==> config.mk <==
export PLATFORM = sky130hd
export DESIGN_NAME = bulls_cows_engine
export DESIGN_NICKNAME = d
export VERILOG_FILES = /design/src/rtl/bulls_cows_engine.sv
export SDC_FILE = /design/constraint.sdc
export NUM_CORES = 1
export LEC_CHECK = 0
export CORE_MARGIN = 2
export CORE_UTILIZATION = 40
export CTS_CLUSTER_DIAMETER = 40
export DETAILED_ROUTE_END_ITERATION = 10
export GPL_TIMING_DRIVEN = 0
export SLEW_MARGIN = 20
export SYNTH_ARGS = -nofsm -noshare
export SYNTH_HDL_FRONTEND = slang
export SYNTH_SLANG_ARGS = --single-unit
==> constraint.sdc <==
create_clock -name clk -period 7 [get_ports clk]
set_input_delay 2.1 -clock clk [delete_from_list [all_inputs] [get_ports clk]]
set_output_delay 2.1 -clock clk [all_outputs]
set_load 0.03 [all_outputs]
==> src/rtl/bulls_cows_engine.sv <==
// Bulls-and-cows (1A2B) game engine: LFSR secret generation, guess validation,
// sequential A/B scoring, and win/lose tracking over a valid/ready guess port.
module bulls_cows_engine #(
  parameter int          NUM_DIGITS = 4,
  parameter int          DIGIT_W    = 4,
  parameter int          BASE       = 10,
  parameter int          MAX_TRIES  = 8,
  parameter logic [7:0]  LFSR_SEED  = 8'hFF
) (
  input  logic                                clk,
  input  logic                                reset,
  input  logic                                start,
  input  logic [NUM_DIGITS*DIGIT_W-1:0]       guess,
  input  logic                                guess_valid,
  output logic                                guess_ready,
  output logic                                result_valid,
  output logic [$clog2(NUM_DIGITS+1)-1:0]     a_count,
  output logic [$clog2(NUM_DIGITS+1)-1:0]     b_count,
  output logic                                input_error,
  output logic [$clog2(MAX_TRIES+1)-1:0]      tries_used,
  output logic                                win,
  output logic                                lose,
  output logic                                busy,
  output logic [NUM_DIGITS*DIGIT_W-1:0]       secret_out
);

  localparam int CNT_W = $clog2(NUM_DIGITS+1);
  localparam int TRY_W = $clog2(MAX_TRIES+1);
  localparam int IDX_W = $clog2(NUM_DIGITS);
  localparam logic [IDX_W-1:0] LAST_IDX  = IDX_W'(NUM_DIGITS-1);
  localparam logic [7:0]       BASE_8    = 8'(BASE);
  localparam logic [CNT_W-1:0] FULL_A    = CNT_W'(NUM_DIGITS);
  localparam logic [TRY_W-1:0] TRY_LIMIT = TRY_W'(MAX_TRIES);
  localparam logic [DIGIT_W:0] BASE_X    = (DIGIT_W+1)'(BASE);

  // SCORE is the scoring half of the externally visible CHECK phase
  typedef enum logic [2:0] {S_IDLE, S_GEN, S_WAIT, S_CHECK, S_SCORE, S_DONE} state_t;

  state_t             state, state_nxt;
  logic [7:0]         lfsr, cand8;
  logic [DIGIT_W-1:0] cand;
  logic [DIGIT_W-1:0] sec [NUM_DIGITS];
  logic [DIGIT_W-1:0] g   [NUM_DIGITS];
  logic [IDX_W-1:0]   idx;
  logic [CNT_W-1:0]   acc_a, acc_b, next_a, next_b;
  logic [TRY_W-1:0]   tries_inc;
  logic               gen_dup, guess_bad, hit_a, hit_b, last;

  assign cand8     = lfsr % BASE_8;
  assign cand      = cand8[DIGIT_W-1:0];
  assign last      = (idx == LAST_IDX);
  assign tries_inc = tries_used + TRY_W'(1);

  always_comb begin
    gen_dup = 1'b0;
    for (int unsigned j = 0; j < NUM_DIGITS; j++)
      if (IDX_W'(j) < idx && sec[j] == cand) gen_dup = 1'b1;
  end

  always_comb begin
    guess_bad = 1'b0;
    for (int unsigned i = 0; i < NUM_DIGITS; i++) begin
      if ({1'b0, g[i]} >= BASE_X) guess_bad = 1'b1;
      for (int unsigned j = i + 1; j < NUM_DIGITS; j++)
        if (g[i] == g[j]) guess_bad = 1'b1;
    end
  end

  always_comb begin
    hit_a = (g[idx] == sec[idx]);
    hit_b = 1'b0;
    for (int unsigned j = 0; j < NUM_DIGITS; j++)
      if (g[idx] == sec[j]) hit_b = 1'b1;
    hit_b  = hit_b & ~hit_a;
    next_a = acc_a + CNT_W'(hit_a);
    next_b = acc_b + CNT_W'(hit_b);
  end

  always_ff @(posedge clk or posedge reset) begin
    if (reset) state <= S_IDLE;
    else       state <= state_nxt;
  end

  always_comb begin
    state_nxt = state;
    case (state)
      S_IDLE, S_DONE: if (start) state_nxt = S_GEN;
      S_GEN:          if (!gen_dup && last) state_nxt = S_WAIT;
      S_WAIT:         if (guess_valid) state_nxt = S_CHECK;
      S_CHECK:        state_nxt = guess_bad ? S_WAIT : S_SCORE;
      S_SCORE:
        if (last) begin
          if (next_a == FULL_A || tries_inc == TRY_LIMIT) state_nxt = S_DONE;
          else                                            state_nxt = S_WAIT;
        end
      default:        state_nxt = S_IDLE;
    endcase
  end

  always_comb begin
    guess_ready = (state == S_WAIT);
    busy        = (state == S_GEN) || (state == S_CHECK) || (state == S_SCORE);
  end

  always_ff @(posedge clk or posedge reset) begin
    if (reset) begin
      lfsr         <= LFSR_SEED;
      idx          <= '0;
      acc_a        <= '0;
      acc_b        <= '0;
      result_valid <= 1'b0;
      a_count      <= '0;
      b_count      <= '0;
      input_error  <= 1'b0;
      tries_used   <= '0;
      win          <= 1'b0;
      lose         <= 1'b0;
      for (int unsigned i = 0; i < NUM_DIGITS; i++) begin
        sec[i] <= '0;
        g[i]   <= '0;
      end
    end else begin
      result_valid <= 1'b0;
      case (state)
        S_IDLE, S_DONE:
          if (start) begin
            idx         <= '0;
            a_count     <= '0;
            b_count     <= '0;
            input_error <= 1'b0;
            tries_used  <= '0;
            win         <= 1'b0;
            lose        <= 1'b0;
            for (int unsigned i = 0; i < NUM_DIGITS; i++) sec[i] <= '0;
          end
        S_GEN: begin
          lfsr <= {lfsr[6:0], lfsr[7] ^ lfsr[5] ^ lfsr[4] ^ lfsr[3]};
          if (!gen_dup) begin
            sec[idx] <= cand;
            idx      <= last ? '0 : idx + IDX_W'(1);
          end
        end
        S_WAIT:
          if (guess_valid)
            for (int unsigned i = 0; i < NUM_DIGITS; i++)
              g[i] <= guess[i*DIGIT_W +: DIGIT_W];
        S_CHECK:
          if (guess_bad) begin
            result_valid <= 1'b1;
            input_error  <= 1'b1;
            a_count      <= '0;
            b_count      <= '0;
          end else begin
            acc_a <= '0;
            acc_b <= '0;
            idx   <= '0;
          end
        S_SCORE: begin
          acc_a <= next_a;
          acc_b <= next_b;
          idx   <= last ? '0 : idx + IDX_W'(1);
          if (last) begin
            result_valid <= 1'b1;
            input_error  <= 1'b0;
            a_count      <= next_a;
            b_count      <= next_b;
            tries_used   <= tries_inc;
            win          <= (next_a == FULL_A);
            lose         <= (next_a != FULL_A) && (tries_inc == TRY_LIMIT);
          end
        end
        default: ;
      endcase
    end
  end

  always_comb begin
    secret_out = '0;
    for (int unsigned i = 0; i < NUM_DIGITS; i++)
      secret_out[i*DIGIT_W +: DIGIT_W] = sec[i];
  end

endmodule
==> out/metrics.yaml <==
grt:
  antenna_found_initial: 0
  grt_start_max_net_pins: 52
  overflow: 0
  grt_use_met2_pct: 34.2
  grt_pass1_vias: 4235
  grt_pass1_wl_um: 21600
  track_usage_pct: 21.0
  top_usage_layer: "met2"
  use_met3_pct: 3.44
  use_met1_pct: 28.6
layout:
  nets: 624
  final_common_cell: "dfrtp_1"
  regArea_um2: 1640
  drive_above_1_share_pct: 13.7
  antenna_cells: 0
  area_growth_pct: 20.8
  final_cell_mix: "57 x dfrtp_1, 51 x clkdlybuf4s50_1, 48 x nand2_1"
  multi_input_area_um2: 2970
  fillers: 1137
  fin_area_um2: 5880
status:
  status: "finished, final reports clean"
routing:
  wirelength_um: 13400
  drt_iter0_markers: 379
  wl_per_cell_um: 18.0
  dr.pass1.iters: 5
  drc_errors: 0
  drtAntennaViolNets: 0
  vias: 4374
  vias_per_cell: 5.87
place:
  numPortBuffers: 51
  dpl_cell_area_um2: 5600
  hpwl_um: 9940
  gp_congestion: 0.889
timing:
  max-slew-margin-rel_pct: 22.7
  finalSetupViolCount: 0
  finalHoldViolCount: 0
  layout_min_cycle_time_ns: 4.47
  period_share_pct: 63.8
  setup_tns_ns: 0
  hold-worst-slack_ns: 0.470
  slew_viol_final: 0
  worst_pin_slew_ns: 1.15
  grt_setup_unrepaired: "false"
  max_freq_mhz: 224
  clock_skew_ns: 0.00540
logic_synthesis:
  ys_types: 74
  dominantRegCellSynth: "dfrtp_1"
  avgSynthCellArea_um2: 9.18
  syn_area_um2: 4860
  synth_warnings: 0
  seq_area_frac_synth_pct: 33.7
  synth_enable_flop_cells: 0
  ys_ff_latch: 65
  postSynth.asyncResetShare_pct: 100
  synth_cells: 530
  synth_nets: 560
clock_network:
  clk_latency_ns: 0.33
  cts_resized: 0
  htreeDepth: 3
  cts_tree: "yes"
  post_cts_buffers: 0
  path_clk_slew_ns: 0.05
  root_buffer: "clkbuf_16"
  clockBufferDepth: 2
  cts_buffers: 9
  postCtsHoldBufs: 0
  clkSinkCount: 65
power:
  p_leak_nw: 2.37
  ir_worst_vdd_mv: 0.229
  finalPower_w: 0.00351
  power_density_nw_per_um2: 596
setup_path:
  r2r_start: "lfsr[3]$_DFFE_PP1P_"
  worstPathMaxFanout: 10
  arrival_ns: 2.37
  worstPathRequired_ns: 4.90
  path_class: "register to output port"
  r2r-end: "secret_out[10]$_DFFE_PP0P_"
  crit_path_end_kind: "output port"
  r2r_slack_ns: 2.70
  reg2reg_depth: 17
  start_kind: "register"
hold_path:
  min_to: "lose$_DFFE_PP0P_"
  hp-class: "register to register"
  hp-start: "lose$_DFFE_PP0P_"
  hold_depth: 2
die:
  core_region_area_um2: 12000
  die_height_um: 114
  row_count: 40
  fp.dieW_um: 114
  die_area_um2: 13100
  start_util_pct: 40.7
  ioPinCount: 52
job:
  drv_cap: 0
[worst max-delay path by stage]
stage                                     from                          to  slack, ns
after floorplan            lfsr[5]$_DFFE_PP1P_          idx[1]$_DFFE_PP0P_       3.19
after global placement                   reset   secret_out[9]$_DFFE_PP0P_       2.05
after detailed placement   lfsr[3]$_DFFE_PP1P_  secret_out[10]$_DFFE_PP0P_       2.79
after CTS                 state[2]$_DFFE_PP0P_                        busy       2.56
after global routing      state[2]$_DFFE_PP0P_                        busy       2.37
final                     state[2]$_DFFE_PP0P_                        busy       2.53
[metal layers]
metal | up-vias | routed length, um
met3 | 21 | 704
met4 | 0 | 220
met2 | 138 | 6380
met5 | - | 0
li1 | 2086 | -
met1 | 2129 | 6070
[power by group]
part,total [W],internal (W),switching [W]
Combinational,0.00238,0.000976,0.00140
Sequential,0.000697,0.000541,0.000156
Clock,0.000432,0.000272,0.000160
Total,0.00351,0.00179,0.00172
[sequential cells by signal (all words and copies together) (netlist names)]
name,cells
g,16
secret_out,16
lfsr,8
tries_used,4
a_count,3
acc_a,3
acc_b,3
b_count,3
state,3
idx,2
input_error,1
lose,1
result_valid,1
win,1
[layout make-up]
type                    instances  area share (%)
plain buffers                  47            3.77
multi-input cells             407            50.5
flip-flops and latches         65            27.8
clock inverters                 4           0.766
clock buffers                  11            3.96
inverters                      11           0.745
repair buffers                 53            9.24
well taps                     147            3.13
[cell usage after synthesis, drive strengths merged (3+ instances only)]
cell     count  area [um2]
a2111oi      3        63.8
a211o        4        35.0
a211oi       5        50.1
a21o         7        60.1
a21oi       11        55.1
a221o        4        40.0
a31oi        6        37.5
a32oi       13         114
and3        14        87.6
and4         6        52.6
buf         15         100
clkbuf      32         121
dfrtp       57        1430
dfstp        8         210
ha          10         125
inv         10        37.5
mux2        23         259
mux4         4        90.1
nand2       48         180
nand2b       4        25.0
nand3       11        55.1
nand3b       5        37.5
nand4       12        75.1
nor2        34         128
nor2b       11        68.8
nor3        11        66.3
nor4        13        87.6
o2111ai      3        26.3
o211ai       7        52.6
o21a         3        30.0
o21ai       39         195
o31ai        5        37.5
or2          3        18.8
xnor2       42         375
xor2        13         114
[metrics by stage]
step	util, %	instances	setup slack, ns
after floorplan	-	530	3.19
after global placement	46.5	728	2.05
after detailed placement	46.8	730	2.79
after CTS	49.1	745	2.56
after global routing	49.1	745	2.37
final	49.1	745	2.53
[worst max-delay path, cell delays in order (launching register included)]
cell and delay [ns]:
dfrtp_1 0.32, clkbuf_1 0.29, clkbuf_1 0.36, nand2_1 0.27
nand2_1 0.13, clkdlybuf4s50_1 0.67
[cells by family (layout without fill, tap and decap cells)]
family                   count (synthesis)  after routing  share of synthesized area, %
AND/OR/NAND/NOR                        182            182                          19.9
AO/OA/AOI/OAI                          131            131                          20.8
flip-flops                              65             65                          33.7
buffers and inverters                   58            126                          5.40
XOR/XNOR                                55             55                          10.1
multiplexers                            29             29                          7.59
adder cells (fa/ha/maj)                 10             10                          2.57
Note: power is estimated with default switching activity, not from simulation.
